$ cat src/rtl/bcd_range_counter_if.sv
// bcd_range_counter_if: count control, load request and status of one BCD counter stage.
interface bcd_range_counter_if #(parameter int DIGITS = 2);
  logic en;
  logic up;
  logic load;
  logic [4*DIGITS-1:0] load_val;
  logic [4*DIGITS-1:0] bcd;
  logic cout;
  logic load_err;
  modport master (output en, up, load, load_val, input bcd, cout, load_err);
  modport slave (input en, up, load, load_val, output bcd, cout, load_err);
endinterface

$ cat src/rtl/bcd_range_counter.sv
// bcd_range_counter: cascadable packed-BCD up/down counter over [MIN_VAL, MAX_VAL]
// with validated synchronous load and combinational terminal-count carry.
module bcd_range_counter #(
  parameter int DIGITS = 2,
  parameter logic [4*DIGITS-1:0] MIN_VAL = 'h01,
  parameter logic [4*DIGITS-1:0] MAX_VAL = 'h12,
  parameter logic [4*DIGITS-1:0] RST_VAL = 'h12
) (
  input logic clk,
  input logic rst_n,
  bcd_range_counter_if.slave bus
);
  localparam int W = 4*DIGITS;

  function automatic logic digits_ok(input logic [W-1:0] v);
    digits_ok = 1'b1;
    for (int i = 0; i < DIGITS; i++) digits_ok = digits_ok & (v[4*i+:4] <= 4'd9);
  endfunction

  if (DIGITS < 1 || DIGITS > 4) begin : g_bad_digits
    $error("bcd_range_counter: DIGITS must be 1..4");
  end
  if (!digits_ok(MIN_VAL) || !digits_ok(MAX_VAL) || !digits_ok(RST_VAL)) begin : g_bad_bcd
    $error("bcd_range_counter: parameter holds a non-BCD nibble");
  end
  if (MIN_VAL > MAX_VAL) begin : g_bad_range
    $error("bcd_range_counter: MIN_VAL exceeds MAX_VAL");
  end
  if (RST_VAL < MIN_VAL || RST_VAL > MAX_VAL) begin : g_bad_rst
    $error("bcd_range_counter: RST_VAL outside range");
  end

  logic [W-1:0] inc, dec, nxt;
  logic cy, bw, at_max, at_min, load_ok;

  // Ripple carry/borrow through the digits; a digit only changes while the chain is live.
  always_comb begin
    inc = bus.bcd;
    dec = bus.bcd;
    cy = 1'b1;
    bw = 1'b1;
    for (int i = 0; i < DIGITS; i++) begin
      inc[4*i+:4] = cy ? (bus.bcd[4*i+:4] == 4'd9 ? 4'd0 : bus.bcd[4*i+:4] + 4'd1) : bus.bcd[4*i+:4];
      dec[4*i+:4] = bw ? (bus.bcd[4*i+:4] == 4'd0 ? 4'd9 : bus.bcd[4*i+:4] - 4'd1) : bus.bcd[4*i+:4];
      cy = cy & (bus.bcd[4*i+:4] == 4'd9);
      bw = bw & (bus.bcd[4*i+:4] == 4'd0);
    end
  end

  assign at_max = bus.bcd == MAX_VAL;
  assign at_min = bus.bcd == MIN_VAL;
  assign load_ok = digits_ok(bus.load_val) && bus.load_val >= MIN_VAL && bus.load_val <= MAX_VAL;
  assign bus.cout = bus.en & ~bus.load & (bus.up ? at_max : at_min);
  assign nxt = bus.load ? (load_ok ? bus.load_val : bus.bcd) :
               !bus.en  ? bus.bcd :
               bus.up   ? (at_max ? MIN_VAL : inc) :
                          (at_min ? MAX_VAL : dec);

  always_ff @(posedge clk or negedge rst_n) begin
    if (!rst_n) begin
      bus.bcd <= RST_VAL;
      bus.load_err <= 1'b0;
    end else begin
      bus.bcd <= nxt;
      bus.load_err <= bus.load & ~load_ok;
    end
  end
endmodule
$ cat src/flat_wrapper.sv
// flat-port wrapper written by rule: the top's interface ports become plain ports
module bcd_range_counter_flat 
#(
  parameter int DIGITS = 2,
  parameter logic [4*DIGITS-1:0] MIN_VAL = 'h01,
  parameter logic [4*DIGITS-1:0] MAX_VAL = 'h12,
  parameter logic [4*DIGITS-1:0] RST_VAL = 'h12
)
  (clk, rst_n, bus_en, bus_up, bus_load, bus_load_val, bus_bcd, bus_cout, bus_load_err);
  bcd_range_counter_if #(.DIGITS(DIGITS)) bus_i ();
  input logic clk;
  input logic rst_n;
  input wire logic [$bits(bus_i.en)-1:0] bus_en;
  input wire logic [$bits(bus_i.up)-1:0] bus_up;
  input wire logic [$bits(bus_i.load)-1:0] bus_load;
  input wire logic [$bits(bus_i.load_val)-1:0] bus_load_val;
  output wire logic [$bits(bus_i.bcd)-1:0] bus_bcd;
  output wire logic [$bits(bus_i.cout)-1:0] bus_cout;
  output wire logic [$bits(bus_i.load_err)-1:0] bus_load_err;
  assign bus_i.en = bus_en;
  assign bus_i.up = bus_up;
  assign bus_i.load = bus_load;
  assign bus_i.load_val = bus_load_val;
  assign bus_bcd = bus_i.bcd;
  assign bus_cout = bus_i.cout;
  assign bus_load_err = bus_i.load_err;
  bcd_range_counter #(.DIGITS(DIGITS), .MIN_VAL(MIN_VAL), .MAX_VAL(MAX_VAL), .RST_VAL(RST_VAL)) u_core (.clk(clk), .rst_n(rst_n), .bus(bus_i));
endmodule
$ cat config.mk
export PLATFORM = sky130hd
export DESIGN_NAME = bcd_range_counter_flat
export DESIGN_NICKNAME = d
export VERILOG_FILES = /design/src/rtl/bcd_range_counter_if.sv /design/src/rtl/bcd_range_counter.sv /design/src/flat_wrapper.sv
export SDC_FILE = /design/constraint.sdc
export NUM_CORES = 1
export LEC_CHECK = 0
export CAP_MARGIN = 5
export CORE_AREA = 2 2 45 47
export CTS_BUF_LIST = sky130_fd_sc_hd__clkbuf_16
export DETAILED_ROUTE_END_ITERATION = 12
export DIE_AREA = 0 0 47 49
export GPL_ROUTABILITY_DRIVEN = 1
export PLACE_DENSITY = 0.86
export SLEW_MARGIN = 15
export SYNTH_ARGS = -nofsm -noshare
export SYNTH_HDL_FRONTEND = slang
export SYNTH_SLANG_ARGS = --single-unit
$ cat constraint.sdc
create_clock -name clk -period 4.8 [get_ports clk]
set_clock_uncertainty 0.15 [all_clocks]
set_input_delay 0.96 -clock clk [delete_from_list [all_inputs] [get_ports clk]]
set_output_delay 0.96 -clock clk [all_outputs]
set_load 0.01 [all_outputs]
==> metrics.md, run 1 <==
| Metric | Value |
|---|---|
| Run status | `finished, final reports clean` |
| Maximum clock frequency | `between 0.2 and 0.25 GHz` |
| Detailed-route wire length | `between 2000 and 3000 um` |
| Placed wire-length estimate after detailed placement | `1800 um` |
| First-pass iteration count of the detailed router | `5` |
| Crit. Startpoint | `bus_up` |
| Number of antenna repair diodes | `0` |
| Vertical die dimension | `49 um` |
| Placer Congestion | `a little over 0.9` |
| Place WS | `864 ps` |
| # placed instances | `160` |
| Reported max-cap violation count | `0` |
| Most frequently used flop master after synthesis | `dfrtp_1` |
| Unique masters post-synth | `47` |
| Non-filler instance count after layout | `164` |
| Area grow syn2layout | `31.1%` |
| Root buffer cell | `clkbuf_16` |
| Maximum fanout count along the critical path | `17` |
| Net count after synthesis | `135` |
| Post-layout minimum cycle time | `roughly 4000 ps` |
| H-tree depth reported by CTS | `1` |
| Pin count of the biggest net entering global routing | `19` |
| Worst path top cell family by delay | `buffers and inverters` |
| Fraction of layout instances using a drive strength above 1 | `0.0657` |
| Count of hold buffers inserted by post-cts repair | `0` |
| Clock slew at the register clock pins of the worst setup and hold paths | `roughly 40 ps` |
| Total count of hold-check failures in the final report | `0` |
| Unrepaired setup endpoints after global routing | `no` |
| Slowest Stage Delay on Critical Path | `approximately 700 ps` |
| Vias post-DR | `between 1000 and 1500` |
| Worst hold path startpoint | `u_core.bus.bcd[1]` |
| Buffer count from post-CTS setup fixing | `0` |
| Number of cells produced by synthesis | `about 120` |
| Static leakage | `between 0.4 and 0.5 nW` |
| Number of gates resized after CTS | `0` |
| DRC violation count after routing | `0` |
| Num Clock Sinks | `9` |
| Via count of the first global-routing pass | `between 900 and 1000` |
| Violation count after the first detailed-routing iteration | `73` |
| FFs w/ async S/R, synth | `1.00` |
| Final-report max-slew violation count | `0` |
| Clock insertion delay at the later pin of the skew report | `between 200 and 250 ps` |
| Std-Cell Rows | `16` |
| Number of warnings reported in the yosys synthesis log | `0` |
| Count of flip-flops with a built-in enable after synthesis | `0` |
| Worst hold slack | `approximately 510 ps` |
| Fraction of the yosys area taken by sequential cells | `0.249` |
| Kind of start point of the critical path | `primary input` |
| Worst Setup Slack, final | `approximately 770 ps` |
| Post-Syn Area per Cell | `7.50 um2` |
| Effective utilization at floorplan | `0.497` |
| GRT overflow | `0` |
| Ordered list of cells on the worst path | `clkdlybuf4s50_1 -> nor2_1 -> a22oi_1 -> nor4_1 -> clkdlybuf4s50_1` |
| Master of the slowest instance on the critical path | `clkdlybuf4s50_1` |
| Critical Path AT | `2920 ps` |
| Post-layout total power | `around 540 uW` |
| Number of antenna violations at the first check in global routing | `0` |
| Area enclosed by the die boundary | `between 2000 and 2500 um2` |
| Slew Limit Headroom | `0.625` |
| Classification of the worst-slack hold path | `flip-flop to flip-flop` |
| Final instance area | `between 1000 and 1500 um2` |
| TritonCTS clock tree | `built` |
| Critical path buffers and inverters | `2` |
| Most common cell on crit path | `clkdlybuf4s50_1` |
| Synth area leader | `dfrtp_1` |
| P per Cell Area | `roughly 450 nW/um2` |
| Top cell type's share of synthesized area | `0.192` |
| Netlist area before placement | `915 um2` |
| Slew at the pin with the worst max-slew slack | `between 500 and 600 ps` |
| Worst r2r src | `u_core.bus.bcd[3]` |
| Overall track demand over capacity in global routing | `0.254` |
| Post-route clock period utilization | `0.839` |
| Largest cells by area after synthesis | `dfrtp_1 19%, dfstp_2 5.7%, o21ai_0 4.9%` |
| Final total negative setup slack | `0 ps` |
| Final setup violation count | `0` |
| Clock Tree Buf Depth | `2` |
| Finished Core Util | `0.651` |
| Horizontal extent of the die | `47 um` |
| Via/cell ratio | `about 6.6` |
| CORE AREA | `around 1800 um2` |
| Boundary Pins | `23` |
| Flip-flop and latch count after synthesis | `9` |
| Data required time at the worst endpoint | `about 3700 ps` |
| IO Port Bufs | `22` |
| Cell Area, Placed | `roughly 1100 um2` |
| Kind of capture point of the worst setup path | `output port` |
| Clock buffer count from CTS | `3` |
| Critical path start-end classification | `primary input to output port` |
| Maximum resistive drop on vdd | `around 0.00026 V` |
| Final ANT Viol Nets | `0` |
| Mean routed wirelength per cell | `between 15 and 20 um` |
| First-pass GRT wire length | `around 4300 um` |
| Final Net Count | `roughly 150` |
-- per-layer routing --
metal	up-vias	GRT usage	wire length, um
li1	497	-	-
met1	505	0.347	1070
met2	72	0.381	1280
met3	7	0.0519	284
met4	0	0.106	54
met5	-	0	0
-- cell usage after synthesis, drive strengths merged, types with 2 or more instances --
library cell / number
nand2b: 3
or2: 2
dfrtp: 7
o31ai: 3
nor3: 2
o21ai: 12
nand3b: 2
o211ai: 2
a211o: 2
or4: 3
clkbuf: 10
a31oi: 6
and2: 2
inv: 5
nor4: 3
a211oi: 3
nand2: 8
dfstp: 2
a21oi: 4
a22oi: 3
nor2b: 4
nor2: 11
nor4bb: 2
-- final timing paths --
path                                     endpoint  slack (ps)  depth (start not counted)
worst max-delay path                     bus_cout         770                          5
worst min-delay path            u_core.bus.bcd[1]         510                          1
worst max register to register  u_core.bus.bcd[6]        2600                          5
worst min register to register  u_core.bus.bcd[1]         510                          1
max in group asynchronous       u_core.bus.bcd[4]        3270                          1
min in group asynchronous       u_core.bus.bcd[2]         890                          1
-- report_power, final --
group	total [mW]	switching, mW	internal (mW)
sequential	0.177	0.0756	0.101
combinational	0.216	0.0983	0.117
clock	0.149	0.0398	0.109
-- state kept, by name, summed over array words and instances (netlist names) --
name                 count
u_core.bus.bcd           8
u_core.bus.load_err      1
-- cell type report --
| cell class | instances | area [um2] |
|---|---|---|
| repair buffers | 22 | 220 |
| flip-flops and latches | 9 | 228 |
| inverters | 5 | 18.8 |
| clock buffers | 3 | 75.1 |
| clock inverters | 1 | 3.75 |
| multi-input cells | 97 | 619 |
| fillers | 172 | 643 |
| well taps | 27 | 33.8 |
-- kinds of logic after synthesis --
kind of cell | synth area share
and+or+nand+nor | 0.298
muxes | 0.0109
DFF | 0.249
buffers and inverters | 0.0739
xor gates and xnor gates | 0.0192
AOI/OAI and AO/OA | 0.349
-- cell usage in the layout (no fill, tap or decap), drive strengths merged, types with 3 or more instances in the layout --
cell | synthesis | final
a22oi | 3 | 3
a21oi | 4 | 4
nor2b | 4 | 4
o21ai | 12 | 12
o31ai | 3 | 3
nor4 | 3 | 3
a211oi | 3 | 3
or4 | 3 | 3
nor2 | 11 | 11
nand2b | 3 | 3
clkbuf | 10 | 3
dfrtp | 7 | 7
inv | 5 | 6
a31oi | 6 | 6
nand2 | 8 | 8
clkdlybuf4s50 | 0 | 22
Power figures use the tool's default switching activity.
==> inputs of run 2 (changes only) <==
- CORE_AREA: 2 2 45 47 -> 2 2 50 52
- DIE_AREA: 0 0 47 49 -> 0 0 52 54
- PLACE_DENSITY: 0.86 -> 0.75
- clock period: 4.8 -> 3.3 ns (I/O delays scaled with it)
==> run 2 against run 1 <==
Effect of this change:
- sequential cell count stayed put
- sequential share of layout area fell by 0.74 points
- register-to-register slack got worse by 1400 ps
- first-iteration DRC count decreased by 30%
- final area rose by 4.1%
- routed wire length down 3.4%
- utilization fell by 11 points
- total power is 48% higher
- critical path type unchanged
- largest cell class unchanged
- highest routed layer unchanged
==> metrics.md, run 2 (synthesis results as in run 1) <==
| Metric | Value |
|---|---|
| Std-Cell Rows | `18` |
| Number of antenna violations at the first check in global routing | `0` |
| Critical Path AT | `about 2200 ps` |
| Detailed-route wire length | `2600 um` |
| Area grow syn2layout | `36.4%` |
| Number of gates resized after CTS | `0` |
| Max Used Layer | `met4` |
| Maximum fanout count along the critical path | `5` |
| Comb power frac | `0.448` |
| Placer Congestion | `0.904` |
| Slowest Stage Delay on Critical Path | `between 500 and 600 ps` |
| H-tree depth reported by CTS | `1` |
| Register area | `between 200 and 250 um2` |
| Root buffer cell | `clkbuf_16` |
| Largest Register | `u_core.bus.bcd` |
| Boundary Pins | `23` |
| Count of hold buffers inserted by post-cts repair | `0` |
| Number of antenna repair diodes | `0` |
| Final ANT Viol Nets | `0` |
| Unrepaired setup endpoints after global routing | `no` |
| Final setup violation count | `0` |
| Internal Pwr Total | `495 uW` |
| Num Clock Sinks | `9` |
| Reported max-cap violation count | `0` |
| Buffer count from post-CTS setup fixing | `0` |
| Vertical die dimension | `between 50 and 60 um` |
| Critical path start-end classification | `primary input to output port` |
| Pin count of the biggest net entering global routing | `18` |
| Routed length on met3 | `roughly 230 um` |
| Count of fill cells added during filler insertion | `214` |
| Share of power burned in registers | `0.277` |
| TritonCTS clock tree | `built` |
| Overall track demand over capacity in global routing | `0.201` |
| Data required time at the worst endpoint | `around 2500 ps` |
| Clock insertion delay at the later pin of the skew report | `~240 ps` |
| Total count of hold-check failures in the final report | `0` |
| Footprint of the multi-input gates | `about 620 um2` |
| Maximum resistive drop on vdd | `0.000347 V` |
| Classification of the worst-slack hold path | `flip-flop to flip-flop` |
| GRT overflow | `0` |
| Via/cell ratio | `6.03` |
| Slew Limit Headroom | `0.687` |
| Horizontal extent of the die | `~52 um` |
| Clock buffer count from CTS | `3` |
| Post-layout minimum cycle time | `about 3000 ps` |
| Run status | `finished, final reports clean` |
| Most frequent cells in the layout | `22 x clkdlybuf4s50_1, 11 x nor2_1, 9 x o21ai_0` |
| Most common cell on crit path | `clkdlybuf4s50_1` |
| Ordered list of cells on the worst path | `clkdlybuf4s50_1 -> nor2_1 -> a22oi_1 -> nor4_1 -> clkdlybuf4s50_1` |
| Mean routed wirelength per cell | `~15 um` |
| Final Net Count | `roughly 160` |
| Violation count after the first detailed-routing iteration | `51` |
| Switching power share of the total | `0.382` |
| Clock Tree Buf Depth | `2` |
| Maximum clock frequency | `0.331 GHz` |
| First-pass GRT wire length | `slightly above 4000 um` |
| Net switching power | `305 uW` |
| Vias post-DR | `between 1000 and 1500` |
| Kind of capture point of the worst setup path | `output port` |
| Final-report max-slew violation count | `0` |
| Most common cell after layout, fill and taps aside | `clkdlybuf4s50_1` |
| DRC violation count after routing | `0` |
| Static leakage | `approximately 0.46 nW` |
| First-pass iteration count of the detailed router | `4` |
| Placed wire-length estimate after detailed placement | `~1900 um` |
| IO Port Bufs | `22` |
| Via count of the first global-routing pass | `between 800 and 900` |
| Slew at the pin with the worst max-slew slack | `~470 ps` |
| Clock slew at the register clock pins of the worst setup and hold paths | `about 40 ps` |
| Area enclosed by the die boundary | `approximately 2800 um2` |
| Clock Power Share | `0.275` |
| Effective utilization at floorplan | `0.394` |
| Master of the slowest instance on the critical path | `clkdlybuf4s50_1` |
| Post-route clock period utilization | `0.915` |
| Registers with the most flip-flops | `u_core.bus.bcd (8), u_core.bus.load_err (1)` |
| Wire length on met1 | `roughly 1100 um` |
| Kind of start point of the critical path | `primary input` |
| P per Cell Area | `~640 nW/um2` |
| Finished Core Util | `0.538` |
| Length of routed met2 wiring | `roughly 1200 um` |
| CORE AREA | `2320 um2` |
| Max FFs per register | `8` |
| Final total negative setup slack | `0 ps` |
| Fraction of layout instances using a drive strength above 1 | `0.105` |
## run 2: per-layer routing
metal | global-route usage | up-vias
li1 | - | 501
met1 | 0.258 | 478
met2 | 0.310 | 54
met3 | 0.0361 | 10
met4 | 0.127 | 0
met5 | 0 | -
## run 2: final timing paths
| kind | to | startpoint | slack (ps) | cells past startpoint |
|---|---|---|---|---|
| min in group asynchronous | u_core.bus.bcd[3] | rst_n | 580 | 1 |
| max in group asynchronous | u_core.bus.bcd[4] | rst_n | 2080 | 1 |
| setup / recovery | bus_cout | bus_up | 280 | 5 |
| hold / removal | u_core.bus.bcd[1] | u_core.bus.bcd[1] | 490 | 1 |
| hold reg to reg | u_core.bus.bcd[1] | u_core.bus.bcd[1] | 490 | 1 |
| setup reg to reg | u_core.bus.bcd[6] | u_core.bus.bcd[2] | 1160 | 5 |
## run 2: power by group through the flow
stage	logic, mW	clock network (mW)	registers, mW
2_1_floorplan	0.253	0	0.191
3_3_place_gp	0.347	0	0.221
3_5_place_dp	0.354	0	0.222
4_1_cts	0.355	0.222	0.220
5_1_grt	0.392	0.226	0.233
6_report	0.358	0.220	0.222
## run 2: critical path, delay by kind of cell
| family | cells | cell delay [ps] |
|---|---|---|
| AOI/OAI and AO/OA | 1 | 90 |
| and+or+nand+nor | 2 | 360 |
| buffers and inverters | 2 | 1090 |
## run 2: cell type report
class	count	area share
Multi-Input combinational cell	97	0.496
Timing Repair Buffer	28	0.213
Sequential cell	9	0.183
Clock buffer	3	0.0602
Tap cell	30	0.0301
Inverter	5	0.0150
Clock inverter	1	0.00301
## run 2: per-stage QoR
| step | total power, mW | worst slack [ps] | hold slack (ps) | instances | instance area, um2 |
|---|---|---|---|---|---|
| floorplan | 0.444 | 838 | 214 | 122 | 915 |
| global placement | 0.568 | 314 | 481 | 169 | 1170 |
| CTS | 0.797 | 303 | 496 | 173 | 1250 |
| finish | 0.800 | 280 | 493 | 173 | 1250 |
| global route | 0.850 | 240 | 531 | 173 | 1250 |
| detailed placement | 0.576 | 317 | 491 | 169 | 1170 |
==> inputs of run 3 (changes only) <==
- ABC_AREA: default -> 1
- PLACE_DENSITY: 0.75 -> 0.77
- clock period: 3.3 -> 2.47 ns (I/O delays scaled with it)
==> run 3 against run 2 <==
Effect of this change:
- clock power is 25% higher
- final area is 6.7% higher
- area after synthesis is 4.2% higher
- largest power group unchanged
- critical path type is now flip-flop to output port
- highest routed layer unchanged
- die area stayed put
==> metrics.md, run 3 <==
| Metric | Value |
|---|---|
| Run status | `finished, final reports clean` |
| Comb power frac | `0.499` |
| IO Port Bufs | `22` |
| Slew at the pin with the worst max-slew slack | `between 400 and 500 ps` |
| H-tree depth reported by CTS | `1` |
| First-pass GRT wire length | `4040 um` |
| Registers with the most flip-flops | `u_core.bus.bcd (8), u_core.bus.load_err (1)` |
| Final Net Count | `just over 200` |
| Kind of capture point of the worst setup path | `output port` |
| Maximum clock frequency | `~0.44 GHz` |
| Critical path start-end classification | `flip-flop to output port` |
| Data required time at the worst endpoint | `~1800 ps` |
| Final ANT Viol Nets | `0` |
| Vertical die dimension | `between 50 and 60 um` |
| Register area | `approximately 230 um2` |
| TritonCTS clock tree | `built` |
| Placed wire-length estimate after detailed placement | `1980 um` |
| Overall track demand over capacity in global routing | `0.193` |
| Kind of start point of the critical path | `flip-flop` |
| Effective utilization at floorplan | `0.411` |
| Std-Cell Rows | `18` |
| Most frequent cells in the layout | `62 x nand2_1, 21 x clkdlybuf4s50_1, 19 x nand3_1` |
| CORE AREA | `2320 um2` |
| Reg-to-reg slack, setup | `~900 ps` |
| Footprint of the multi-input gates | `between 600 and 700 um2` |
| Synth area leader | `nand2_1` |
| Reported max-cap violation count | `0` |
| Violation count after the first detailed-routing iteration | `43` |
| Cell depth of the worst flop-to-flop path | `9` |
| Netlist area before placement | `between 900 and 1000 um2` |
| Post-route clock period utilization | `0.926` |
| Placer Congestion | `around 0.9` |
| Net switching power | `roughly 370 uW` |
| Top cell type's share of synthesized area | `0.244` |
| Final setup violation count | `0` |
| Count of hold buffers inserted by post-cts repair | `0` |
| Most common cell after layout, fill and taps aside | `nand2_1` |
| Number of warnings reported in the yosys synthesis log | `0` |
| Area enclosed by the die boundary | `approximately 2800 um2` |
| Clock insertion delay at the later pin of the skew report | `230 ps` |
| Unique masters post-synth | `25` |
| Critical Path AT | `roughly 1600 ps` |
| Via count of the first global-routing pass | `1003` |
| Number of antenna violations at the first check in global routing | `0` |
| Horizontal extent of the die | `around 52 um` |
| FFs w/ async S/R, synth | `1.00` |
| Final total negative setup slack | `0 ps` |
| Largest cells by area after synthesis | `nand2_1 24%, dfrtp_1 18%, nand3_1 10%` |
| Share of power burned in registers | `0.222` |
| Final-report max-slew violation count | `0` |
| Internal Pwr Total | `617 uW` |
| Clock buffer count from CTS | `3` |
| Static leakage | `0.693 nW` |
| Max FFs per register | `8` |
| DRC violation count after routing | `0` |
| Post-layout minimum cycle time | `2290 ps` |
| Count of flip-flops with a built-in enable after synthesis | `0` |
| Cell Area, Placed | `around 1300 um2` |
| Finished Core Util | `0.574` |
| GRT overflow | `0` |
| Total count of hold-check failures in the final report | `0` |
| Classification of the worst-slack hold path | `primary input to asynchronous set/reset pin` |
| Maximum fanout count along the critical path | `5` |
| Mean routed wirelength per cell | `approximately 11 um` |
| Count of fill cells added during filler insertion | `roughly 230` |
| P per Cell Area | `roughly 740 nW/um2` |
| Pin count of the biggest net entering global routing | `13` |
| Slew Limit Headroom | `0.728` |
| Number of antenna repair diodes | `0` |
| Unrepaired setup endpoints after global routing | `no` |
| Boundary Pins | `23` |
| Net count after synthesis | `~170` |
| Num Clock Sinks | `9` |
| Clock Power Share | `0.279` |
| Flip-flop and latch count after synthesis | `9` |
| Vias post-DR | `1102` |
| Number of cells produced by synthesis | `approximately 160` |
| Switching power share of the total | `0.374` |
| Place WS | `-38.3 ps` |
| Clock Tree Buf Depth | `2` |
| Ranking of synthesized cells by instance count | `62 x nand2_1, 19 x nand3_1, 17 x nor2_1` |
| Post-Syn Area per Cell | `~6.0 um2` |
| Largest Register | `u_core.bus.bcd` |
| Final instance area | `1330 um2` |
| Via/cell ratio | `~5.0` |
| Fraction of layout instances using a drive strength above 1 | `0.188` |
| Fraction of the yosys area taken by sequential cells | `0.239` |
| Area grow syn2layout | `39.6%` |
| Maximum resistive drop on vdd | `approximately 0.00037 V` |
| Clock slew at the register clock pins of the worst setup and hold paths | `40 ps` |
| Most frequently used cell type in the post-synthesis netlist | `nand2_1` |
| First-pass iteration count of the detailed router | `4` |
| Detailed-route wire length | `approximately 2400 um` |
| Worst Setup Slack, final | `around 180 ps` |
| Most frequently used flop master after synthesis | `dfrtp_1` |
| Root buffer cell | `clkbuf_16` |
-- run 3: cell types whose count changed after synthesis, sizes merged, moves of 4 or more --
cell    change
nor2       +11
o21ai       -7
nand3      +21
inv        +12
buf         +4
a31oi       -5
nand2      +60
clkbuf     -10
nor2b       -4
-- run 3: cells by family after synthesis --
kind of cell / Yosys count / share of synthesized area
AO/OA/AOI/OAI: 9 / 0.0512
XOR/XNOR: 2 / 0.0184
flip-flops: 9 / 0.239
AND/OR/NAND/NOR: 116 / 0.575
buffers and inverters: 23 / 0.117
-- run 3: worst max-delay path, stage by stage, from the launching register on --
cell and delay (ps):
dfrtp_1 370, inv_1 120, nand2_1 120, nor2_2 170, nand2_4 80, nand2_1 60
nand2_1 50, a211oi_1 160, dlygate4sd2_1 290
-- run 3: stage by stage --
stage / instances / hold slack (ps) / total power, mW
CTS: 221 / 427 / 0.989
global placement: 217 / 424 / 0.699
floorplan: 159 / 48.4 / 0.526
global route: 221 / 450 / 1.06
detailed placement: 217 / 442 / 0.709
finish: 221 / 414 / 0.985
-- run 3: timing repair --
action                                  CTS  global route
endpoints found under the setup margin    1             0
resized for setup                         1             0
setup buffers                             0             0
-- run 3: final cells by class --
| cell class | instances | share of cell area |
|---|---|---|
| Clock inverter | 1 | 0.00282 |
| Tap cell | 30 | 0.0282 |
| Sequential cell | 9 | 0.171 |
| Multi-Input combinational cell | 127 | 0.461 |
| Inverter | 18 | 0.0536 |
| Clock buffer | 3 | 0.0564 |
| Timing Repair Buffer | 33 | 0.227 |
-- run 3: path summary, 6_finish.rpt --
kind / from / endpoint
max: u_core.bus.bcd[6] / bus_cout
min: rst_n / u_core.bus.bcd[2]
max reg2reg: u_core.bus.bcd[0] / u_core.bus.bcd[7]
min reg2reg: u_core.bus.bcd[6] / u_core.bus.bcd[6]
max in group asynchronous: rst_n / u_core.bus.bcd[4]
min in group clk: u_core.bus.bcd[6] / u_core.bus.bcd[6]
-- run 3: routing by layer --
metal | share of wire | vias up | GRT usage
met3 | 0.050 | 4 | 0.0194
met1 | 0.42 | 493 | 0.227
li1 | - | 564 | -
met2 | 0.52 | 41 | 0.354
met4 | 0.012 | 0 | 0.0833
met5 | 0 | - | 0
-- run 3: power groups by stage --
stage	registers [mW]	clock network (mW)	logic, mW
after floorplan	0.247	0	0.279
after global placement	0.218	0	0.480
after detailed placement	0.220	0	0.489
after CTS	0.218	0.278	0.492
after global routing	0.222	0.286	0.552
final	0.218	0.275	0.492
==> RTL edit, RTL diff (config.mk and constraints of run 3) <==
`RST_VAL` is set to 'h12 in 2 places; all go to 'h10.
--- a/src/rtl/bcd_range_counter.sv
+++ b/src/rtl/bcd_range_counter.sv
@@ -4,7 +4,7 @@
   parameter int DIGITS = 2,
   parameter logic [4*DIGITS-1:0] MIN_VAL = 'h01,
   parameter logic [4*DIGITS-1:0] MAX_VAL = 'h12,
-  parameter logic [4*DIGITS-1:0] RST_VAL = 'h12
+  parameter logic [4*DIGITS-1:0] RST_VAL = 'h10
 ) (
   input logic clk,
   input logic rst_n,
--- a/src/flat_wrapper.sv
+++ b/src/flat_wrapper.sv
@@ -4,7 +4,7 @@
   parameter int DIGITS = 2,
   parameter logic [4*DIGITS-1:0] MIN_VAL = 'h01,
   parameter logic [4*DIGITS-1:0] MAX_VAL = 'h12,
-  parameter logic [4*DIGITS-1:0] RST_VAL = 'h12
+  parameter logic [4*DIGITS-1:0] RST_VAL = 'h10
 )
   (clk, rst_n, bus_en, bus_up, bus_load, bus_load_val, bus_bcd, bus_cout, bus_load_err);
   bcd_range_counter_if #(.DIGITS(DIGITS)) bus_i ();
Function: changed (Yosys sat finds a counterexample within 4 cycles, from zero or initial values and one cycle with rst_n low).
==> RTL edit against run 3 <==
Fmax is 0.66% lower. Sequential cell count unchanged. Setup slack worse by 0.015 ns. Clock power is 2% higher. Wire length is 1.9% higher. Die area unchanged. Synthesized area shrank 0.13%. Register-to-register slack got worse by 0.06 ns. Final area hardly changed. Non-clock buffer count unchanged. Power is 0.39% higher. Synthesized cell count unchanged. Largest cell class unchanged.
==> RTL edit: results (changes against run 3) <==
<table>
<tr><th>Metric</th><th>Value</th></tr>
<tr><th colspan="2">Logic synthesis</th></tr>
<tr><td>Post-synthesis async set-or-reset flop share</td><td>100.0% (unchanged)</td></tr>
<tr><td>Top cells by instance count after synthesis</td><td>sky130_fd_sc_hd__nand2_1 (62), sky130_fd_sc_hd__nand3_1 (19), sky130_fd_sc_hd__nor2_1 (17), sky130_fd_sc_hd__inv_1 (12), sky130_fd_sc_hd__dfrtp_1 (8) (was sky130_fd_sc_hd__nand2_1 (62), sky130_fd_sc_hd__nand3_1 (19), sky130_fd_sc_hd__nor2_1 (17), sky130_fd_sc_hd__inv_1 (12), sky130_fd_sc_hd__dfrtp_1 (7))</td></tr>
<tr><td>Part of the Yosys area used for sequential elements</td><td>23.78% (was 23.88%)</td></tr>
<tr><td>Mean instance size in the synthesized netlist</td><td>5.988 um2 (was 5.996 um2)</td></tr>
<tr><td>Ranking of synthesized cells by area</td><td>sky130_fd_sc_hd__nand2_1 (24%), sky130_fd_sc_hd__dfrtp_1 (21%), sky130_fd_sc_hd__nand3_1 (10%) (was sky130_fd_sc_hd__nand2_1 (24%), sky130_fd_sc_hd__dfrtp_1 (18%), sky130_fd_sc_hd__nand3_1 (10%))</td></tr>
<tr><th colspan="2">Setup path</th></tr>
<tr><td>Worst R2R Path Depth</td><td>9 (unchanged)</td></tr>
<tr><td>Arrival time of data at the critical path endpoint</td><td>1.66 ns (was 1.64 ns)</td></tr>
<tr><th colspan="2">Detailed routing</th></tr>
<tr><td>DRC marker count from the first detailed-route iteration</td><td>32 (was 43)</td></tr>
<tr><td>Routed len/inst</td><td>11.28 um (was 11.06 um)</td></tr>
<tr><td>DR vias/cell</td><td>5.036 (was 4.986)</td></tr>
<tr><th colspan="2">Global route</th></tr>
<tr><td>Met2 track demand over resource</td><td>35.23% (was 35.44%)</td></tr>
<tr><td>Global-route track usage on met3</td><td>2.222% (was 1.944%)</td></tr>
<tr><td>All-Layer GR Usage</td><td>19.25% (was 19.28%)</td></tr>
<tr><td>First-pass GRT wire length</td><td>3946 um (was 4036 um)</td></tr>
<tr><th colspan="2">Placement</th></tr>
<tr><td>Half-perimeter wire length after detailed placement</td><td>1958 um (was 1975 um)</td></tr>
<tr><th colspan="2">STA</th></tr>
<tr><td>Worst-Margin Slew</td><td>0.4128 ns (was 0.4068 ns)</td></tr>
<tr><th colspan="2">Pwr</th></tr>
<tr><td>Leakage component of the power</td><td>0.6944 nW (was 0.6927 nW)</td></tr>
<tr><th colspan="2">Outcome</th></tr>
<tr><td>Result of the run</td><td>finished clean (unchanged)</td></tr>
<tr><th colspan="2">Cells and area</th></tr>
<tr><td>Count of fill cells added during filler insertion</td><td>222 (was 228)</td></tr>
<tr><th colspan="2">Clocking</th></tr>
<tr><td>Clock transition at the register clock pins on the worst setup and hold paths after CTS</td><td>0.04 ns (about the same)</td></tr>
</table>
==> RTL edit: worst paths after layout <==
kind	startpoint	end	slack, ns
hold reg to reg	u_core.bus.bcd[0]$_DFFE_PN0P_	u_core.bus.bcd[0]$_DFFE_PN0P_	0.44
setup / recovery	u_core.bus.bcd[6]$_DFFE_PN0P_	bus_cout	0.17
setup reg to reg	u_core.bus.bcd[1]$_DFFE_PN0P_	u_core.bus.bcd[6]$_DFFE_PN0P_	0.85
hold / removal	rst_n	u_core.bus.bcd[0]$_DFFE_PN0P_	0.41
min in group clk	u_core.bus.bcd[0]$_DFFE_PN0P_	u_core.bus.bcd[0]$_DFFE_PN0P_	0.44
max in group asynchronous	rst_n	u_core.bus.bcd[4]$_DFFE_PN1P_	1.43
==> RTL edit: metal layers <==
| layer | vias up | part of all wire, % |
|---|---|---|
| met5 | - | 0 |
| met4 | 0 | 2.1 |
| met3 | 5 | 3.7 |
| met2 | 33 | 50 |
| met1 | 509 | 44 |
| li1 | 566 | - |
==> RTL edit: power by group <==
group	leakage (nW)	switching (mW)	internal, mW
clock network	0.0423	0.0687	0.211
registers	0.108	0.0288	0.185
logic	0.544	0.277	0.218
==> RTL edit: worst reg2reg max path: stages (launching register included) <==
cell	delay [ns]
sky130_fd_sc_hd__dfrtp_1	0.42
sky130_fd_sc_hd__buf_4	0.18
sky130_fd_sc_hd__nor2_1	0.19
sky130_fd_sc_hd__nand2_1	0.15
sky130_fd_sc_hd__nand3_4	0.11
sky130_fd_sc_hd__nand2_4	0.06
sky130_fd_sc_hd__inv_4	0.07
sky130_fd_sc_hd__nand2_4	0.06
sky130_fd_sc_hd__nand2_1	0.07
sky130_fd_sc_hd__nand2_1	0.05
==> RTL edit: cells by family (layout without fill, tap and decap cells) <==
family / Yosys count / count (layout) / share of synthesized area [%]
and+or+nand+nor: 116 / 116 / 57.55
buffers and inverters: 23 / 55 / 11.69
AOI/OAI and AO/OA: 9 / 9 / 5.125
DFF: 9 / 9 / 23.78
xor gates and xnor gates: 2 / 2 / 1.840
==> RTL edit: final cells by class <==
cell class	count	area share (%)
well taps	30	2.822
flip-flops and latches	9	17.03
inverters	18	5.362
clock inverters	1	0.2822
repair buffers	33	22.67
multi-input cells	127	46.19
clock buffers	3	5.644
==> RTL edit: metrics by stage <==
| step | setup WS, ns | area, um2 |
|---|---|---|
| floorplan | 0.5212 | 952.2 |
| global placement | -0.01015 | 1252 |
| detailed placement | -0.06690 | 1252 |
| CTS | 0.1674 | 1330 |
| global route | 0.04387 | 1330 |
| finish | 0.1679 | 1330 |
